### config.mk
export PLATFORM = sky130hd
export DESIGN_NAME = fetch_queue_unit
export DESIGN_NICKNAME = d
export VERILOG_FILES = /design/src/rtl/fetch_pkg.sv /design/src/rtl/fetch_chk.sv /design/src/rtl/fetch_fifo.sv /design/src/rtl/fetch_queue_unit.sv
export SDC_FILE = /design/constraint.sdc
export NUM_CORES = 1
export LEC_CHECK = 0
export ABC_AREA = 1
export CORE_ASPECT_RATIO = 0.8
export CORE_MARGIN = 2
export CORE_UTILIZATION = 40
export CTS_CLUSTER_DIAMETER = 40
export DETAILED_ROUTE_END_ITERATION = 10
export SLEW_MARGIN = 10
export SYNTH_ARGS = -nofsm -noshare
export SYNTH_HDL_FRONTEND = slang
export SYNTH_SLANG_ARGS = --single-unit
### constraint.sdc
create_clock -name clk -period 3.08 [get_ports clk]
set_clock_uncertainty 0.15 [all_clocks]
set_input_delay 0.462 -clock clk [delete_from_list [all_inputs] [get_ports clk]]
set_output_delay 0.462 -clock clk [all_outputs]
set_load 0.005 [all_outputs]
### src/rtl/fetch_pkg.sv
// Shared defaults and helpers for the instruction fetch queue.
package fetch_pkg;

    localparam int ADDR_W_DEF  = 32'sd32;
    localparam int INST_W_DEF  = 32'sd32;
    localparam int PC_STEP_DEF = 32'sd4;
    localparam logic [31:0] NOP_INST = 32'h0000_0013;

    // Smallest r with 2**r >= value, usable in constant expressions.
    function automatic int clog2(input int value);
        int r;
        r = 32'sd0;
        for (int i = 32'sd0; i < 32'sd31; i++) begin
            if ((32'sd1 <<< i) < value) begin
                r = i + 32'sd1;
            end else begin
                r = r;
            end
        end
        return r;
    endfunction

endpackage

### src/rtl/fetch_chk.sv
// Protocol checks for fetch_queue_unit; assertion-only, no logic.
module fetch_chk #(
    parameter int CNT_W = 3
) (
    input logic             clk,
    input logic             reset,
    input logic             resp_valid,
    input logic [CNT_W-1:0] inflight,
    input logic             push,
    input logic             pop,
    input logic             full
);

    a_resp_without_request: assert property (@(posedge clk) disable iff (!reset)
        !(resp_valid && (inflight == {CNT_W{1'b0}})));

    a_push_into_full: assert property (@(posedge clk) disable iff (!reset)
        (push && full) |-> pop);

endmodule

### src/rtl/fetch_fifo.sv
// In-order synchronous FIFO; a pop in the flush cycle still consumes the head.
module fetch_fifo import fetch_pkg::*; #(
    parameter int W     = 64,
    parameter int DEPTH = 4,
    localparam int CNT_W = clog2(DEPTH + 32'sd1)
) (
    input  logic             clk,
    input  logic             reset,
    input  logic             push,
    input  logic [W-1:0]     push_data,
    input  logic             pop,
    input  logic             flush,
    output logic [W-1:0]     rd_data,
    output logic [CNT_W-1:0] count,
    output logic             full,
    output logic             empty
);

    localparam int PTR_W = clog2(DEPTH);
    localparam logic [CNT_W-1:0] FULL_CNT = CNT_W'(DEPTH);
    localparam logic [CNT_W-1:0] CNT_ONE  = CNT_W'(32'd1);
    localparam logic [PTR_W-1:0] PTR_ONE  = PTR_W'(32'd1);

    logic [W-1:0]     mem_q [DEPTH];
    logic [W-1:0]     mem_d [DEPTH];
    logic [PTR_W-1:0] wr_ptr_q, wr_ptr_d, rd_ptr_q, rd_ptr_d;
    logic [CNT_W-1:0] count_q, count_d;
    logic             do_push_s, do_pop_s;

    // Next-state for storage, pointers and count.
    always_comb begin
        do_pop_s  = pop && (count_q != {CNT_W{1'b0}});
        do_push_s = push && ((count_q != FULL_CNT) || do_pop_s);
        mem_d     = mem_q;
        wr_ptr_d  = wr_ptr_q;
        rd_ptr_d  = rd_ptr_q;
        count_d   = count_q;
        if (flush) begin
            wr_ptr_d = {PTR_W{1'b0}};
            rd_ptr_d = {PTR_W{1'b0}};
            count_d  = {CNT_W{1'b0}};
        end else begin
            if (do_push_s) begin
                mem_d[wr_ptr_q] = push_data;
                wr_ptr_d        = wr_ptr_q + PTR_ONE;
            end else begin
                wr_ptr_d = wr_ptr_q;
            end
            rd_ptr_d = do_pop_s ? (rd_ptr_q + PTR_ONE) : rd_ptr_q;
            case ({do_push_s, do_pop_s})
                2'b10:   count_d = count_q + CNT_ONE;
                2'b01:   count_d = count_q - CNT_ONE;
                default: count_d = count_q;
            endcase
        end
    end

    // State registers.
    always_ff @(posedge clk or negedge reset) begin
        if (!reset) begin
            mem_q    <= '{default: {W{1'b0}}};
            wr_ptr_q <= {PTR_W{1'b0}};
            rd_ptr_q <= {PTR_W{1'b0}};
            count_q  <= {CNT_W{1'b0}};
        end else begin
            mem_q    <= mem_d;
            wr_ptr_q <= wr_ptr_d;
            rd_ptr_q <= rd_ptr_d;
            count_q  <= count_d;
        end
    end

    // The head reads as zero when empty so decode never sees leftover data.
    assign rd_data = empty ? {W{1'b0}} : mem_q[rd_ptr_q];
    assign count   = count_q;
    assign full    = (count_q == FULL_CNT);
    assign empty   = (count_q == {CNT_W{1'b0}});

endmodule

### src/rtl/fetch_queue_unit.sv
// Decoupled fetch stage: sequential PC issue, in-order return queue, redirect flush.
module fetch_queue_unit import fetch_pkg::*; #(
    parameter int                ADDR_W    = ADDR_W_DEF,
    parameter int                INST_W    = INST_W_DEF,
    parameter int                DEPTH     = 4,
    parameter logic [ADDR_W-1:0] INIT_ADDR = {ADDR_W{1'b0}},
    parameter int                PC_STEP   = PC_STEP_DEF,
    localparam int               CNT_W     = clog2(DEPTH + 32'sd1)
) (
    input  logic              clk,
    input  logic              reset,
    output logic              imem_req_valid,
    input  logic              imem_req_ready,
    output logic [ADDR_W-1:0] imem_req_addr,
    input  logic              imem_resp_valid,
    input  logic [INST_W-1:0] imem_resp_inst,
    input  logic              redirect_valid,
    input  logic [ADDR_W-1:0] redirect_pc,
    output logic              out_valid,
    input  logic              out_ready,
    output logic [INST_W-1:0] out_inst,
    output logic [ADDR_W-1:0] out_pc,
    output logic [ADDR_W-1:0] out_pc_plus8,
    output logic [CNT_W-1:0]  occupancy
);

    localparam int PTR_W = clog2(DEPTH);
    localparam logic [ADDR_W-1:0] STEP_A    = ADDR_W'(PC_STEP);
    localparam logic [ADDR_W-1:0] LINK_A    = ADDR_W'(2 * PC_STEP);
    localparam logic [ADDR_W-1:0] PC_MASK   = ~(STEP_A - ADDR_W'(32'd1));
    localparam logic [CNT_W-1:0]  CNT_ONE   = CNT_W'(32'd1);
    localparam logic [PTR_W-1:0]  PTR_ONE   = PTR_W'(32'd1);
    localparam logic [CNT_W:0]    DEPTH_SUM = (CNT_W + 1)'(DEPTH);

    logic [ADDR_W-1:0] fetch_pc_q, fetch_pc_d;
    logic [CNT_W-1:0]  inflight_q, inflight_d, stale_q, stale_d;
    logic [PTR_W-1:0]  iss_ptr_q, iss_ptr_d, rsp_ptr_q, rsp_ptr_d;
    logic [ADDR_W-1:0] slot_pc_q [DEPTH];
    logic [ADDR_W-1:0] slot_pc_d [DEPTH];

    logic [CNT_W:0]           occ_sum_s;
    logic                     req_valid_s, accept_s, resp_ok_s, push_s, pop_s;
    logic [INST_W+ADDR_W-1:0] head_s;
    logic [CNT_W-1:0]         fifo_count_s;
    logic                     fifo_full_s, fifo_empty_s;

    // Issue is held off during reset, redirect, or when queue plus outstanding is full.
    assign occ_sum_s   = {1'b0, fifo_count_s} + {1'b0, inflight_q};
    assign req_valid_s = reset && !redirect_valid && (occ_sum_s < DEPTH_SUM);
    assign accept_s    = req_valid_s && imem_req_ready;
    assign resp_ok_s   = imem_resp_valid && (inflight_q != {CNT_W{1'b0}});
    assign push_s      = resp_ok_s && (stale_q == {CNT_W{1'b0}}) && !redirect_valid;
    assign pop_s       = !fifo_empty_s && out_ready;

    // PC, slot bookkeeping and outstanding/stale counters.
    always_comb begin
        slot_pc_d = slot_pc_q;
        if (accept_s) begin
            slot_pc_d[iss_ptr_q] = fetch_pc_q;
            iss_ptr_d            = iss_ptr_q + PTR_ONE;
        end else begin
            iss_ptr_d = iss_ptr_q;
        end
        rsp_ptr_d = resp_ok_s ? (rsp_ptr_q + PTR_ONE) : rsp_ptr_q;
        case ({accept_s, resp_ok_s})
            2'b10:   inflight_d = inflight_q + CNT_ONE;
            2'b01:   inflight_d = inflight_q - CNT_ONE;
            default: inflight_d = inflight_q;
        endcase
        // Everything still outstanding after a redirect belongs to the old stream.
        if (redirect_valid) begin
            fetch_pc_d = redirect_pc & PC_MASK;
            stale_d    = inflight_d;
        end else begin
            fetch_pc_d = accept_s ? (fetch_pc_q + STEP_A) : fetch_pc_q;
            stale_d    = (resp_ok_s && (stale_q != {CNT_W{1'b0}})) ? (stale_q - CNT_ONE) : stale_q;
        end
    end

    // State registers.
    always_ff @(posedge clk or negedge reset) begin
        if (!reset) begin
            fetch_pc_q <= INIT_ADDR;
            inflight_q <= {CNT_W{1'b0}};
            stale_q    <= {CNT_W{1'b0}};
            iss_ptr_q  <= {PTR_W{1'b0}};
            rsp_ptr_q  <= {PTR_W{1'b0}};
            slot_pc_q  <= '{default: {ADDR_W{1'b0}}};
        end else begin
            fetch_pc_q <= fetch_pc_d;
            inflight_q <= inflight_d;
            stale_q    <= stale_d;
            iss_ptr_q  <= iss_ptr_d;
            rsp_ptr_q  <= rsp_ptr_d;
            slot_pc_q  <= slot_pc_d;
        end
    end

    fetch_fifo #(
        .W     (INST_W + ADDR_W),
        .DEPTH (DEPTH)
    ) u_fifo (
        .clk       (clk),
        .reset     (reset),
        .push      (push_s),
        .push_data ({imem_resp_inst, slot_pc_q[rsp_ptr_q]}),
        .pop       (pop_s),
        .flush     (redirect_valid),
        .rd_data   (head_s),
        .count     (fifo_count_s),
        .full      (fifo_full_s),
        .empty     (fifo_empty_s)
    );

    fetch_chk #(
        .CNT_W (CNT_W)
    ) u_chk (
        .clk        (clk),
        .reset      (reset),
        .resp_valid (imem_resp_valid),
        .inflight   (inflight_q),
        .push       (push_s),
        .pop        (pop_s),
        .full       (fifo_full_s)
    );

    assign imem_req_valid = req_valid_s;
    assign imem_req_addr  = fetch_pc_q;
    assign out_valid      = !fifo_empty_s;
    assign out_inst       = head_s[ADDR_W +: INST_W];
    assign out_pc         = head_s[ADDR_W-1:0];
    assign out_pc_plus8   = fifo_empty_s ? {ADDR_W{1'b0}} : (head_s[ADDR_W-1:0] + LINK_A);
    assign occupancy      = fifo_count_s;

endmodule

## Yosys cells after proc, flatten, opt, wreduce, memory -nomap -nowiden

Index checks and enable logic that the tools add are counted.

| word-level totals | value |
|---|---|
| bits of input ports | 70 |
| flip-flop bits (word level) | 433 |

| operators by class | value |
|---|---|
| magnitude comparators | 7 |
| reduce and logical (&&, ||, !) cells | 26 |
| equality and inequality tests | 5 |
| mux-type cells | 25 |
| $add $sub $neg | 12 |
| bitwise gates (word level) | 5 |

Operators with widths:

| operator | number |
|---|---|
| 256-bit bitwise mux | 1 |
| 64-bit 2-to-1 mux | 4 |
| 32-bit 2-to-1 mux | 6 |
| 64-bit binary-select mux with 2-bit select | 1 |
| 128-bit bitwise mux | 1 |
| 64-bit demux with 2-bit select | 1 |
| 32-bit binary-select mux with 2-bit select | 1 |
| 32-bit demux with 2-bit select | 1 |
| 32-bit by 3-bit adder with 32-bit output, second input constant | 1 |
| 32-bit by 4-bit adder with 32-bit output, second input constant | 1 |
| 3-bit >= comparator, second input constant | 4 |
| 1-bit logical AND | 12 |
| 2-bit NOT with 3-bit output | 4 |
| 3-bit case mux with 2 select lines | 2 |
| 3-bit nonzero test | 4 |
| 3-bit 2-to-1 mux | 3 |
| 3-bit by 1-bit subtractor with 3-bit output, second input constant | 3 |
| 2-bit by 1-bit adder with 2-bit output, second input constant | 4 |
| 2-bit 2-to-1 mux | 4 |
| 2-bit nonzero test | 4 |
| 3-bit by 1-bit adder with 3-bit output, second input constant | 2 |
| 3-bit zero test | 2 |
| 3-bit by 1-bit < comparator with 1-bit output, second input constant | 2 |
| 3-bit by 3-bit adder with 4-bit output | 1 |
| other kinds (8) | 11 |

## Longest topological paths before layout

Gate-level depths: netlist of the first run.

| logic depth | value |
|---|---|
| depth after elaboration | 9 |
| gate-level depth with buffers | 15 |
| gate-level depth less buffers | 13 |

## Hierarchy

Synthesis of the first run repeated with hierarchy kept, for this count alone.

| unflattened totals | value |
|---|---|
| cell total of the unflattened synthesis | 2774 |
| area, all modules | 21109.0 µm² |

Modules (own cells, without submodules):

| module | times used | area an instance (µm²) | cells each | sequential area each (µm²) |
|---|---|---|---|---|
| fetch_fifo | 1 | 12265.5 | 1527 | 6581.3 |
| fetch_queue_unit | 1 | 8843.5 | 1247 | 4003.8 |

## Worst setup path after synthesis of the first run

OpenSTA, ideal clock, no wires.

| timing path | value |
|---|---|
| kind | register -> register |
| start point | register u_fifo.count_q[1] (netlist: u_fifo.count[1]) |
| end point | register stale_q[2] |
| cell stages (with the launch flop) | 15 |
| setup time | 0.130 ns |
| data required time | 2.800 ns |
| data arrival time | 2.572 ns |
| path slack | 0.227 ns |
| path through | dfrtp_1 -> ha_1 -> nand3_1 -> nand2_1 -> nor3_2 -> nand2_1 -> clkbuf_1 -> ha_1 -> inv_1 -> fa_1 -> a21oi_1 -> o21ai_0 -> xor2_1 -> o211ai_1 -> o21ai_0 |

| between the ends | value |
|---|---|
| word-level cells in the longest chain between the ends | 7 |
| elaborated cells between the ends (all ways) | 8 |
| those cells by class | 1 x add/sub; 1 x order compare; 2 x eq/ne; 2 x mux; 2 x reduce/logical |

RTL lines:

| item | line | source |
|---|---|---|
| start, declared | fetch_fifo.sv:27 | `logic [CNT_W-1:0] count_q, count_d;` |
| start signal, assigned | fetch_fifo.sv:64 | `count_q <= {CNT_W{1'b0}};` |
| start signal, assigned | fetch_fifo.sv:69 | `count_q <= count_d;` |
| 3-bit by 3-bit adder with 4-bit output (*) | fetch_queue_unit.sv:48 | `assign occ_sum_s = {1'b0, fifo_count_s} + {1'b0, inflight_q};` |
| 4-bit by 3-bit < comparator with 1-bit output (*) | fetch_queue_unit.sv:49 | `assign req_valid_s = reset && !redirect_valid && (occ_sum_s < DEPTH_SUM);` |
| 1-bit logical AND (*) | fetch_queue_unit.sv:49 |  |
| named net imem_req_valid | fetch_queue_unit.sv:12 | `output logic imem_req_valid,` |
| 1-bit logical AND (*) | fetch_queue_unit.sv:50 | `assign accept_s = req_valid_s && imem_req_ready;` |
| 2-bit by 1-bit == test with 1-bit output or 2-bit == test (tied branches) | fetch_queue_unit.sv:65 | `case ({accept_s, resp_ok_s})` |
| 3-bit case mux with 2 select lines (*) | fetch_queue_unit.sv:65 |  |
| named net inflight_d[2] | fetch_queue_unit.sv:36 | `logic [CNT_W-1:0] inflight_q, inflight_d, stale_q, stale_d;` |
| 3-bit 2-to-1 mux (*) | fetch_queue_unit.sv:71 | `if (redirect_valid) begin` |
| end signal, assigned | fetch_queue_unit.sv:85 | `stale_q <= {CNT_W{1'b0}};` |
| end signal, assigned | fetch_queue_unit.sv:92 | `stale_q <= stale_d;` |
| end, declared | fetch_queue_unit.sv:36 |  |

Mark *: on every way through the listed nets, which the timed path passes. The rest lies on a longest branch.
A chain may end at the register's enable or synchronous reset.

## Final worst setup path of the first run

| timing path | value |
|---|---|
| start point | register u_fifo.rd_ptr_q[0] |
| end point | output port out_pc_plus8[19] |

| between the ends | value |
|---|---|
| word-level cells in the longest chain between the ends | 7 |

RTL lines:

| item | line | source |
|---|---|---|
| start, declared | fetch_fifo.sv:26 | `logic [PTR_W-1:0] wr_ptr_q, wr_ptr_d, rd_ptr_q, rd_ptr_d;` |
| start signal, assigned | fetch_fifo.sv:63 | `rd_ptr_q <= {PTR_W{1'b0}};` |
| start signal, assigned | fetch_fifo.sv:68 | `rd_ptr_q <= rd_ptr_d;` |
| 2-bit NOT with 3-bit output (implied by the code) | fetch_fifo.sv:74 | `assign rd_data = empty ? {W{1'b0}} : mem_q[rd_ptr_q];` |
| 64-bit binary-select mux with 2-bit select | fetch_fifo.sv:74 |  |
| 64-bit 2-to-1 mux (implied by the code) (2 in a row) | fetch_fifo.sv:74 |  |
| 64-bit 2-to-1 mux | fetch_fifo.sv:74 |  |
| 32-bit by 4-bit adder with 32-bit output | fetch_queue_unit.sv:132 | `assign out_pc_plus8 = fifo_empty_s ? {ADDR_W{1'b0}} : (head_s[ADDR_W-1:0] + LINK_A);` |
| 32-bit 2-to-1 mux | fetch_queue_unit.sv:132 |  |
| end, declared | fetch_queue_unit.sv:23 | `output logic [ADDR_W-1:0] out_pc_plus8,` |

Every way passes these cells. The select of a mux whose other input is x is not followed.

==> flow_summary.yaml, run 1 <==
status:
  status: "finished with violations"
  violations: "negative setup slack"
layout:
  num_antenna_cells: 0
  drive_gt1_share_pct: 18.5
  fill_cells: 4685
  stdcell_area_mm2: 0.0278
  multiInputGateArea_mm2: 0.00988
  final_util_pct: 54.3
  final_nets: 3106
  regArea_mm2: 0.0104
  syn_to_final_growth_pct: 34.3
  stdcell_count: 3747
floorplanning:
  boundaryPins: 203
  core_mm2: 0.0511
  die_h_um: 207
  chipWidth_um: 258
  die_area_mm2: 0.0536
  start_util_pct: 40.5
  num_rows: 74
detailed_routing:
  wirelength_um: 65100
  drt_iter0_drc: 1700
  vias: 19465
  drc_errors: 0
  wire_per_inst_um: 17.4
  drt_first_pass_iters: 5
  via_per_inst: 5.19
  detail-route-antenna-nets: 0
critical_path:
  r2r_end: "u_fifo.mem_q[113]"
  start_kind: "flip-flop"
  critPathArrivalTime_ps: 2800
  required_ps: 2470
  ff2ff_setup_slack_ps: 360
  r2r-start: "u_fifo.count[0]"
  path_max_fanout: 7
  r2r.worst_path.cells: 12
  worstSetupEndpointType: "output port"
  startpoint: "u_fifo.rd_ptr_q[0]"
  crit_type: "reg -> out"
placed_design:
  placed_area_mm2: 0.0237
  hpwl_um: 38700
  portBuffers: 194
  place_congestion: 0.876
  place_inst: 3551
job:
  drv_cap: 0
clock_tree:
  cts_max_path_buffers: 3
  clock_sinks: 415
  root_buffer: "clkbuf_16"
  path_clk_slew_ps: 60
  clk_latency_ps: 610
  cts_buffers: 55
  cts_max_level: 2
  cts_tree: "done"
synth:
  ys.flop_type: "dfrtp_1"
  yosysTopAreaCellShare_pct: 50.2
  synth-edff-count: 0
  synth_area_leaders: "dfrtp_1 (50%), nand2_1 (17%), o21ai_0 (9.7%), nor2_1 (5.1%), inv_1 (3.0%)"
  synth_area_per_cell_um2: 7.60
  synth_area_mm2: 0.0207
  synth-async-reset-ratio_pct: 100
  ys_seq_elements: 415
  ys_types: 37
  syn_inst: 2721
  ys_seq_area_share_pct: 50.2
  yosysWarnings: 0
  synth.largest_area_cell: "dfrtp_1"
global_route:
  grt_max_degree: 162
  grt_pass1_vias: 18752
  grt_pass1_wl_um: 102000
  grt_overflow: 0
  antenna_found_initial: 0
  gr-usage-all-layers_pct: 23.5
sta:
  tightest_slew_ps: 1050
  rsz0062_at_grt: "yes"
  hold_violations: 0
  slew_headroom_pct: 30.0
  finalMaxSlewViolations: 0
  fin_crit_sh_pct: 111
  clock.fmax_mhz: 293
  final.min_clock_period_ps: 3410
  fin_ws_ps: -331
  setup_viol: 37
power_and_ir_drop:
  ir_drop_uv: 469
  p_total_uw: 25200
  leakage_uw: 0.0138
  power_density_mw_per_mm2: 908
min_path:
  hold_path_end: "imem_req_addr[21]"
  worstHoldStart: "redirect_pc[21]"
  hp-class: "in -> reg"
  min_path_cells: 3
## cell type report
class | count | area share, %
tap | 684 | 3.08
inverter | 176 | 2.54
clock inverter | 30 | 1.36
sequential | 415 | 37.4
timing repair inverter | 1 | 0.0315
clock buffer | 71 | 5.64
multi-input combinational | 1976 | 35.6
timing repair buffer | 394 | 14.4
## sequential cells by signal, indices dropped and copies added (netlist names)
register         flops
stale_q              3
iss_ptr_q            2
u_fifo.wr_ptr_q      2
rsp_ptr_q            2
inflight_q           3
slot_pc_q          120
u_fifo.mem_q       248
u_fifo.rd_ptr_q      2
u_fifo.count         3
imem_req_addr       30
## routing by layer
| metal | vias up | GRT usage (%) | routed length, um |
|---|---|---|---|
| met4 | 0 | 5.16 | 1050 |
| li1 | 9296 | - | - |
| met3 | 97 | 4.22 | 4120 |
| met5 | - | 0 | 0 |
| met2 | 708 | 37.0 | 29700 |
| met1 | 9364 | 33.9 | 30300 |
## cells in the final DEF, fill, tap and decap left out, types with 26 or more instances in the layout
| master | instances |
|---|---|
| a21oi_1 | 45 |
| o21ai_0 | 387 |
| buf_4 | 128 |
| nor2_4 | 45 |
| xor2_1 | 34 |
| nand2_2 | 57 |
| nor2_1 | 234 |
| nand2_1 | 868 |
| nand3_1 | 58 |
| dfrtp_1 | 413 |
| nand3_2 | 35 |
| o21ai_1 | 26 |
| o22ai_1 | 30 |
| clkbuf_16 | 59 |
| buf_6 | 33 |
| clkdlybuf4s50_1 | 113 |
| inv_1 | 156 |
## worst max-delay path, stage by stage (launching register included)
cell and delay (ps):
dfrtp_4 570, inv_8 130, buf_12 110, nand2_4 40
nand3_4 80, nand3_4 90, inv_2 110, ha_4 150
nand3_4 90, buf_12 150, nor2_4 150, buf_6 120
buf_6 80, nand2_2 40, xor2_1 120, inv_1 50
buf_2 120
## worst max path at each step
stage                            end  cells past startpoint
global placement    out_pc_plus8[18]                     12
finish              out_pc_plus8[19]                     16
global route        out_pc_plus8[19]                     16
detailed placement  out_pc_plus8[18]                     14
floorplan                 stale_q[2]                     14
CTS                 out_pc_plus8[26]                     16
## timing repair
action                                  in CTS  in global routing
gates cloned                                 8                  5
pin swaps                                  101                 78
endpoints found under the hold margin      234                  0
endpoints found under the setup margin      89                 85
hold buffers                                 1                  0
setup buffers                               67                 27
resized for setup                          364                164
## stage by stage
step / hold WS [ps] / worst slack (ps) / setup TNS [ps]
finish: 250 / -331 / -6850
global route: 261 / -469 / -11930
CTS: 219 / -339 / -11960
detailed placement: 311 / -82.8 / -441
global placement: 308 / -62.5 / -293
floorplan: 16.4 / 227 / 0
## power breakdown
group / internal (uW) / total, uW / leakage, uW / switching [uW]
Combinational: 4360 / 10700 / 0.00744 / 6360
Sequential: 6940 / 7820 / 0.00546 / 879
Clock: 4130 / 6670 / 0.000950 / 2540
## synth_stat cells, types with 5 or more instances
cell and number:
o21ai_0 399, buf_6 11, buf_4 19, xnor2_1 5
o221ai_1 7, inv_1 165, clkbuf_1 87, nand4_1 16
nor2_1 283, a21oi_1 46, nor2_4 5, nand3_1 103
ha_1 15, buf_1 10, inv_2 9, o21ai_1 17
nand2_1 945, xor2_1 36, o22ai_1 30, dfrtp_1 415
nor2_2 16, buf_2 32, nor3_1 15, o211ai_1 11
## cells by family (layout without fill, tap and decap cells)
kind of cell | count (synthesis) | in the layout | synth area share (%)
XOR/XNOR | 41 | 41 | 1.74
adder cells (fa/ha/maj) | 17 | 17 | 1.10
AND/OR/NAND/NOR | 1395 | 1395 | 26.9
flip-flops | 415 | 415 | 50.2
AO/OA/AOI/OAI | 517 | 517 | 13.0
other | 1 | 6 | 0.0181
buffers and inverters | 335 | 672 | 7.04
Note: power is estimated with default switching activity, not from simulation.
==> run 2, diff against run 1 <==
--- a/config.mk
+++ b/config.mk
@@ -9,9 +9,11 @@
 export CORE_ASPECT_RATIO = 0.8
 export CORE_MARGIN = 2
 export CORE_UTILIZATION = 40
+export CTS_BUF_LIST = sky130_fd_sc_hd__clkbuf_4 sky130_fd_sc_hd__clkbuf_8
 export CTS_CLUSTER_DIAMETER = 40
 export DETAILED_ROUTE_END_ITERATION = 10
 export SLEW_MARGIN = 10
 export SYNTH_ARGS = -nofsm -noshare
 export SYNTH_HDL_FRONTEND = slang
 export SYNTH_SLANG_ARGS = --single-unit
+export TNS_END_PERCENT = 100
==> run 2 against run 1 <==
Clock power decreased by 20%. The run still ends with negative setup slack left. Largest power group unchanged. Routed wire length increased by 0.36%. Utilization decreased by 0.59 points. Cell count increased by 0.99%. Fmax decreased by 0.75%. Via count increased by 0.29%. Flip-flop and latch count unchanged. Worst hold slack got worse by 36 ps. Non-clock buffer count increased by 11. Largest cell class unchanged. Die area unchanged.
==> flow_summary.yaml, run 2 (synthesis results as in run 1) <==
status:
  status: "finished with violations"
  violations: "negative setup slack"
floorplanning:
  core_mm2: 0.0511
  num_rows: 74
  start_util_pct: 40.5
  boundaryPins: 203
  chipWidth_um: 258
  die_h_um: 207
  die_area_mm2: 0.0536
placed_design:
  hpwl_um: 38700
  portBuffers: 194
  pre_cts_ws_ps: -82.8
  place_congestion: 0.876
  place_inst: 3551
global_route:
  grt_use_met1_pct: 33.8
  met2_usage_pct: 37.5
  busiest_layer: "met2"
  grt_max_degree: 162
  grt_pass1_vias: 19115
  gr-usage-all-layers_pct: 24.0
  antenna_found_initial: 0
  grt_pass1_wl_um: 103000
  grt_overflow: 0
  grt.met3_usage_pct: 5.05
critical_path:
  path_max_fanout: 7
  worstSetupEndpointType: "output port"
  r2r_end: "u_fifo.count[2]"
  path_buf_inv: 8
  start_kind: "flip-flop"
  endpoint: "out_pc_plus8[28]"
  worst_path_most_repeated_cell: "buf_6"
  startpoint: "u_fifo.rd_ptr_q[0]"
  critPathTopFamily: "buffers and inverters"
  r2r-start: "u_fifo.count[0]"
  cp.depth: 16
  critPathMaxStageDelay_ps: 570
  slowest_stage: "dfrtp_4"
  required_ps: 2470
  ff2ff_setup_slack_ps: 360
  r2r.worst_path.cells: 14
  critPathArrivalTime_ps: 2820
  crit_chain: "clkinv_8 -> buf_12 -> buf_16 -> nand2_1 -> nand3_2 -> nand3_4 -> nor2_4 -> nand2_2 -> buf_6 -> nor2_4 -> buf_6 -> buf_6 -> nand4_1 -> nand2_1 -> inv_1 -> buf_2"
  crit_type: "reg -> out"
sta:
  hold_ws_ps: 213
  fin_crit_sh_pct: 112
  final.min_clock_period_ps: 3440
  fin_ws_ps: -356
  setup_viol: 32
  slew_headroom_pct: 29.5
  hold_violations: 0
  finalMaxSlewViolations: 0
  clock.fmax_mhz: 291
  tightest_slew_ps: 1060
  rsz0062_at_grt: "yes"
detailed_routing:
  wire_per_inst_um: 17.3
  drt_iter0_drc: 1680
  wirelength_um: 65400
  via_per_inst: 5.16
  vias: 19522
  drt_first_pass_iters: 7
  detail-route-antenna-nets: 0
  drc_errors: 0
layout:
  largest_reg_flops: 248
  final_common_cell: "nand2_1"
  drive_gt1_share_pct: 21.8
  final_util_pct: 53.8
  syn_to_final_growth_pct: 32.8
  fill_cells: 4721
  regMostFlops: "u_fifo.mem_q"
  final_cell_mix: "nand2_1 (845), dfrtp_1 (413), o21ai_0 (364)"
  stdcell_count: 3784
  num_antenna_cells: 0
  final_nets: 3135
min_path:
  min_path_cells: 3
  hp-class: "in -> reg"
job:
  drv_cap: 0
clock_tree:
  path_clk_slew_ps: 60
  clk_latency_ps: 660
  cts_max_path_buffers: 3
  cts_max_level: 3
  root_buffer: "clkbuf_8"
  cts_tree: "done"
  cts_buffers: 73
  clock_sinks: 415
power_and_ir_drop:
  ir_drop_uv: 473
  power_density_mw_per_mm2: 877
  leakage_uw: 0.0135
==> run 2: cell count changes in the layout (fill, tap and decap cells not counted), moves of 21 or more <==
cell	change
clkbuf_16	-57
clkbuf_4	+28
o21ai_1	+21
o21ai_0	-23
clkbuf_8	+73
nand2_1	-23
nand2_2	+22
==> run 2: per-stage QoR <==
| step | TNS [ps] | area (um2) | total power [uW] |
|---|---|---|---|
| 3_5_place_dp | -441 | 23700 | 16900 |
| 4_1_cts | -7200 | 26900 | 23500 |
| 2_1_floorplan | 0 | 20700 | 12800 |
| 6_report | -6830 | 27500 | 24100 |
| 3_3_place_gp | -293 | 23700 | 16600 |
| 5_1_grt | -11940 | 27500 | 25600 |
==> run 2: how the worst min path moves through the flow <==
stage / start / to / slack, ps
after global routing: redirect_pc[14] / imem_req_addr[14] / 210
after floorplan: reset / imem_req_addr[10] / 20
after global placement: u_fifo.mem_q[194] / u_fifo.mem_q[194] / 310
final: redirect_pc[21] / imem_req_addr[21] / 210
after detailed placement: u_fifo.mem_q[194] / u_fifo.mem_q[194] / 310
after CTS: redirect_pc[21] / imem_req_addr[21] / 160
==> run 2: timing repair <==
item,4_1_cts,5_1_grt
gates cloned,11,2
setup endpoints to repair,92,74
hold buffers,1,0
setup buffers,78,24
hold endpoints to repair,259,0
gates resized for setup,507,180
pin swaps,149,73
==> run 2: layout make-up <==
| type | instances | area [um2] | area share, % |
|---|---|---|---|
| sequential | 415 | 10400 | 37.8 |
| multi-input combinational | 1976 | 10000 | 36.4 |
| timing repair buffer | 405 | 4000 | 14.5 |
| clock buffer | 114 | 1390 | 5.07 |
| tap | 684 | 856 | 3.12 |
| inverter | 176 | 712 | 2.59 |
| clock inverter | 13 | 116 | 0.424 |
| timing repair inverter | 1 | 8.76 | 0.0319 |
==> run 2: report_power, final <==
part | leakage (uW) | switching (uW) | internal [uW]
combinational | 0.00722 | 6460 | 4470
clock | 0.000798 | 2350 | 2970
sequential | 0.00546 | 903 | 6940
total | 0.0135 | 9710 | 14400
==> run 2: worst reg2reg max path, cell delays in order (launching register included) <==
cell and delay (ps):
dfrtp_1 370, nor2_2 60, nand2_1 110, buf_12 200, buf_4 190, nand2_1 70, a31oi_1 200, nand2_1 200
nand2_1 180, inv_1 80, fa_1 380, xnor2_1 210, xor2_1 150, nand2_1 60, nand2_1 60
==> run 2: metal layers <==
layer  routed length, um  share of wire, %  vias to the layer above
met5                   0                 0                        -
met4                1270               1.9                        0
met3                4390               6.7                      114
met2               29700                45                      669
met1               30100                46                     9417
li1                    -                 -                     9322
